[config.mk]
export PLATFORM = sky130hd
export DESIGN_NAME = qpu_dtcm_icb_arbt
export DESIGN_NICKNAME = d
export VERILOG_FILES = /design/src/rtl/qpu_dtcm_icb_arbt.sv
export SDC_FILE = /design/constraint.sdc
export NUM_CORES = 1
export LEC_CHECK = 0
export ABC_AREA = 1
export BUFFER_PORTS_ARGS = -buffer_cell sky130_fd_sc_hd__buf_2
export CAP_MARGIN = 0
export CORE_AREA = 2 2 103 105
export CTS_BUF_LIST = sky130_fd_sc_hd__clkbuf_2 sky130_fd_sc_hd__clkbuf_4 sky130_fd_sc_hd__clkbuf_8
export CTS_CLUSTER_DIAMETER = 40
export DETAILED_ROUTE_END_ITERATION = 16
export DIE_AREA = 0 0 105 107
export PLACE_DENSITY = 0.59
export SLEW_MARGIN = 10
export SYNTH_ARGS = -nofsm -noshare
export SYNTH_HDL_FRONTEND = slang
export SYNTH_SLANG_ARGS = --single-unit
[constraint.sdc]
create_clock -name clk -period 2.83 [get_ports clk]
set_input_delay 0.566 -clock clk [delete_from_list [all_inputs] [get_ports clk]]
set_output_delay 0.566 -clock clk [all_outputs]
set_load 0.05 [all_outputs]
[src/rtl/qpu_dtcm_icb_arbt.sv]
// Two-master ICB arbiter sharing the DTCM port between the LSU (m0) and the result writer (m1).
// One outstanding transaction, round-robin grant, grant locked while a command is stalled.
module qpu_dtcm_icb_arbt #(
   parameter int unsigned AW = 16,
   parameter int unsigned DW = 32,
   parameter int unsigned MW = 4
) (
   input  logic          clk,
   input  logic          rst_n,

   input  logic          m0_icb_cmd_valid,
   output logic          m0_icb_cmd_ready,
   input  logic [AW-1:0] m0_icb_cmd_addr,
   input  logic          m0_icb_cmd_read,
   input  logic [DW-1:0] m0_icb_cmd_wdata,
   input  logic [MW-1:0] m0_icb_cmd_wmask,
   output logic          m0_icb_rsp_valid,
   input  logic          m0_icb_rsp_ready,
   output logic [DW-1:0] m0_icb_rsp_rdata,

   input  logic          m1_icb_cmd_valid,
   output logic          m1_icb_cmd_ready,
   input  logic [AW-1:0] m1_icb_cmd_addr,
   input  logic          m1_icb_cmd_read,
   input  logic [DW-1:0] m1_icb_cmd_wdata,
   input  logic [MW-1:0] m1_icb_cmd_wmask,
   output logic          m1_icb_rsp_valid,
   input  logic          m1_icb_rsp_ready,
   output logic [DW-1:0] m1_icb_rsp_rdata,

   output logic          o_icb_cmd_valid,
   input  logic          o_icb_cmd_ready,
   output logic [AW-1:0] o_icb_cmd_addr,
   output logic          o_icb_cmd_read,
   output logic [DW-1:0] o_icb_cmd_wdata,
   output logic [MW-1:0] o_icb_cmd_wmask,
   input  logic          o_icb_rsp_valid,
   output logic          o_icb_rsp_ready,
   input  logic [DW-1:0] o_icb_rsp_rdata,

   output logic          arbt_active
);

   typedef enum logic {IDLE = 1'b0, WAIT_RSP = 1'b1} state_t;

   typedef struct packed {
      logic [AW-1:0] addr;
      logic          read;
      logic [DW-1:0] wdata;
      logic [MW-1:0] wmask;
   } icb_cmd_t;

   state_t   state;
   logic     owner;
   logic     last_grant;
   logic     lock;
   logic     lock_id;

   logic     sel;
   logic     any_valid;
   logic     cmd_hs;
   logic     rsp_hs;
   icb_cmd_t m0_cmd;
   icb_cmd_t m1_cmd;
   icb_cmd_t mux_cmd;

   assign any_valid = m0_icb_cmd_valid | m1_icb_cmd_valid;

   // Locked grant wins; a lone requester wins; a tie goes to the master not granted last.
   always_comb begin
      sel = ~last_grant;
      if (lock) begin
         sel = lock_id;
      end else if (m0_icb_cmd_valid ^ m1_icb_cmd_valid) begin
         sel = m1_icb_cmd_valid;
      end
   end

   always_comb begin
      m0_cmd = '{addr: m0_icb_cmd_addr, read: m0_icb_cmd_read,
                 wdata: m0_icb_cmd_wdata, wmask: m0_icb_cmd_wmask};
      m1_cmd = '{addr: m1_icb_cmd_addr, read: m1_icb_cmd_read,
                 wdata: m1_icb_cmd_wdata, wmask: m1_icb_cmd_wmask};
      mux_cmd = sel ? m1_cmd : m0_cmd;
   end

   assign o_icb_cmd_addr   = mux_cmd.addr;
   assign o_icb_cmd_read   = mux_cmd.read;
   assign o_icb_cmd_wdata  = mux_cmd.wdata;
   assign o_icb_cmd_wmask  = mux_cmd.wmask;

   assign m0_icb_rsp_rdata = o_icb_rsp_rdata;
   assign m1_icb_rsp_rdata = o_icb_rsp_rdata;

   assign cmd_hs      = (state == IDLE) & any_valid & o_icb_cmd_ready;
   assign rsp_hs      = (state == WAIT_RSP) & o_icb_rsp_valid & o_icb_rsp_ready;
   assign arbt_active = any_valid | (state == WAIT_RSP);

   // Handshake routing; a response arriving in IDLE is drained and routed nowhere.
   always_comb begin
      o_icb_cmd_valid  = 1'b0;
      m0_icb_cmd_ready = 1'b0;
      m1_icb_cmd_ready = 1'b0;
      m0_icb_rsp_valid = 1'b0;
      m1_icb_rsp_valid = 1'b0;
      o_icb_rsp_ready  = 1'b0;
      if (state == IDLE) begin
         o_icb_cmd_valid  = any_valid;
         m0_icb_cmd_ready = any_valid & ~sel & o_icb_cmd_ready;
         m1_icb_cmd_ready = any_valid &  sel & o_icb_cmd_ready;
         o_icb_rsp_ready  = o_icb_rsp_valid;
      end else begin
         m0_icb_rsp_valid = o_icb_rsp_valid & ~owner;
         m1_icb_rsp_valid = o_icb_rsp_valid &  owner;
         o_icb_rsp_ready  = owner ? m1_icb_rsp_ready : m0_icb_rsp_ready;
      end
   end

   always_ff @(posedge clk or negedge rst_n) begin
      if (!rst_n) begin
         state      <= IDLE;
         owner      <= 1'b0;
         last_grant <= 1'b1;
         lock       <= 1'b0;
         lock_id    <= 1'b0;
      end else begin
         case (state)
            IDLE: begin
               if (cmd_hs) begin
                  owner      <= sel;
                  last_grant <= sel;
                  lock       <= 1'b0;
                  state      <= WAIT_RSP;
               end else if (any_valid) begin
                  lock       <= 1'b1;
                  lock_id    <= sel;
               end
            end
            WAIT_RSP: begin
               if (rsp_hs) begin
                  state <= IDLE;
               end
            end
            default: state <= IDLE;
         endcase
      end
   end

endmodule

==> impl_metrics.yaml <==
clocking:
  post_cts_buffers: 0
  cts_root_buf: "clkbuf_8"
  cts_hold_buf: 0
  path_clk_slew_ps: 40
  insertion_delay_ps: 220
  cts_tree: "done"
  clock_path_buffers: 2
  cts_made_buffers: 3
  cts_resized: 0
  htreeDepth: 1
  cts.sinks: 5
die:
  num_rows: 37
  die_x_microns: 105
  pin_count: 270
  die-area_sq_um: 11200
  start_util_pct: 16.5
  die_height_microns: 107
  core_sq_um: 10100
sta:
  finalSetupViolCount: 0
  max_slew_margin_pct: 64.1
  max_freq_mhz: 386
  skew_ps: 0.138
  fin_setup_tns_ps: 0
  hold_violations: 0
  finalCritPeriodShare_pct: 91.5
  layout_min_cycle_time_ps: 2590
  max_slew.worst_pin.slew_ps: 536
  rsz0062_at_grt: "false"
  slew_viol_final: 0
synthesis:
  netlist_area_sq_um: 1670
  yosys.area.top_type: "nand3_1"
  syn_nets: 444
  synthDistinctLibCells: 15
  ys_ff_latch: 5
  synth_top_area_share_pct: 33.4
  yosys-top-cells-area: "nand3_1 33%, buf_4 29%, nand2_1 17%"
  ys_seq_area_share_pct: 7.59
  synth.avg_cell_area_sq_um: 5.61
  synth_cells: 297
  yosysWarnings: 0
routing:
  top_layer_used: "met5"
  ant_nets: 0
  routed_wl_microns: 6490
  first_pass_iters: 4
  dr_wl_met2_microns: 3500
  initialDrtViolationCount: 146
  viasPerCell: 4.29
  wl_per_cell_microns: 12.3
  vias: 2275
  wl_met3_microns: 702
  m1WireLength_microns: 2190
  drc: 0
power:
  power.density_nw_per_um2: 1540
  p_int_mw: 0.960
  p_leak_nw: 1.43
  pwr-share-comb_pct: 91.8
  swShare_pct: 72.3
  seqPwrFrac_pct: 4.1
  p_clk_share_pct: 4.1
  irDropWorstVdd_mv: 0.637
  p_switching_mw: 2.50
grt:
  gr-total-overflow: 0
  antenna_found_initial: 1
  grt_max_degree: 33
  grt.total_usage_pct: 10.7
  grt_pass1_vias: 2104
  grt_pass1_wl_microns: 10000
worst_setup_path:
  crit_buf_inv: 5
  critPathTopFamily: "buffers and inverters"
  crit_type: "primary input to output port"
  cp_data_arrival_time_ps: 2020
  cp-start-kind: "primary input"
  required_ps: 2260
  end_kind: "output port"
  crit_chain: "buf_2, inv_1, ha_1, inv_1, nand2_1, nand3_2, buf_4, nand3_1, nand2_1, buf_2"
  startpoint: "m1_icb_cmd_valid"
  reg2reg_from: "lock"
  crit_slowest_cell: "ha_1"
  crit_fanout: 29
  max_stage_delay_ps: 300
place:
  dp_hpwl_microns: 5250
  place_congestion: 0.739
  numPortBuffers: 173
status:
  status: "completed"
finish:
  n_fill_cell: 1192
  most-common-layout-cells: "173 x buf_2, 109 x nand3_1, 73 x nand2_1"
  drive_above_1_share_pct: 48.0
  post-route-util_pct: 22.3
  areaGrowthSynthToFinish_pct: 34.9
  nets: 542
  diodes: 0
  final_common_cell: "buf_2"
job:
  drv_cap: 0
min_path:
  hold_class: "primary input to async pin"
-- area by class of cell --
cell class	count	area [sq um]	share of cell area, %
multi-input combinational	194	895	39.8
sequential	5	126	5.63
clock buffer	4	48.8	2.17
inverter	12	45.0	2.01
tap	136	170	7.58
timing repair buffer	179	961	42.8
-- power groups by stage --
stage	Clock [mW]	Combinational, mW	Sequential (mW)
after floorplan	0	2.75	0.133
after global placement	0	3.16	0.140
after detailed placement	0	3.19	0.142
after CTS	0.144	3.20	0.142
after global routing	0.155	3.42	0.148
final	0.143	3.18	0.141
-- path summary, 6_finish.rpt --
check                      slack [ps]             end  cells past startpoint
setup / recovery                  240  o_icb_cmd_read                     10
hold / removal                    160           state                      1
setup reg to reg                 1320           owner                      5
hold reg to reg                   480      last_grant                      2
max in group asynchronous        2460      last_grant                      1
min in group clk                  480      last_grant                      2
-- cells in the mapped netlist, drive strengths merged --
master and number:
o21ai 1, a21oi 2, dfrtp 4, or2 1, ha 1, buf 81, nand2 74, dfstp 1
nand3 111, nor2 4, inv 12, clkbuf 5
-- sequential cells by signal (all words and copies together) (netlist names) --
name	count
state	1
owner	1
last_grant	1
lock	1
lock_id	1
-- cells by family (layout without fill, tap and decap cells) --
| family | after synthesis | in the layout | share of synthesized area (%) |
|---|---|---|---|
| and+or+nand+nor | 190 | 190 | 51.3 |
| adders and majority gates | 1 | 1 | 0.751 |
| DFF | 5 | 5 | 7.59 |
| buffers and inverters | 98 | 195 | 39.4 |
| AOI/OAI and AO/OA | 3 | 3 | 0.901 |
-- routing by layer --
metal | vias up | track usage (%)
li1 | 1102 | -
met2 | 169 | 21.5
met4 | 2 | 2.10
met5 | - | 0
met1 | 984 | 10.8
met3 | 18 | 3.04
-- stage by stage --
stage	cell area (sq um)	total power, mW	worst slack [ps]	hold slack (ps)	std cells
CTS	2250	3.49	233	159	530
global placement	2200	3.30	299	387	526
finish	2250	3.46	241	157	530
floorplan	1670	2.88	270	270	297
global route	2250	3.72	56.0	161	530
detailed placement	2200	3.34	236	392	526
Power figures use the tool's default switching activity.
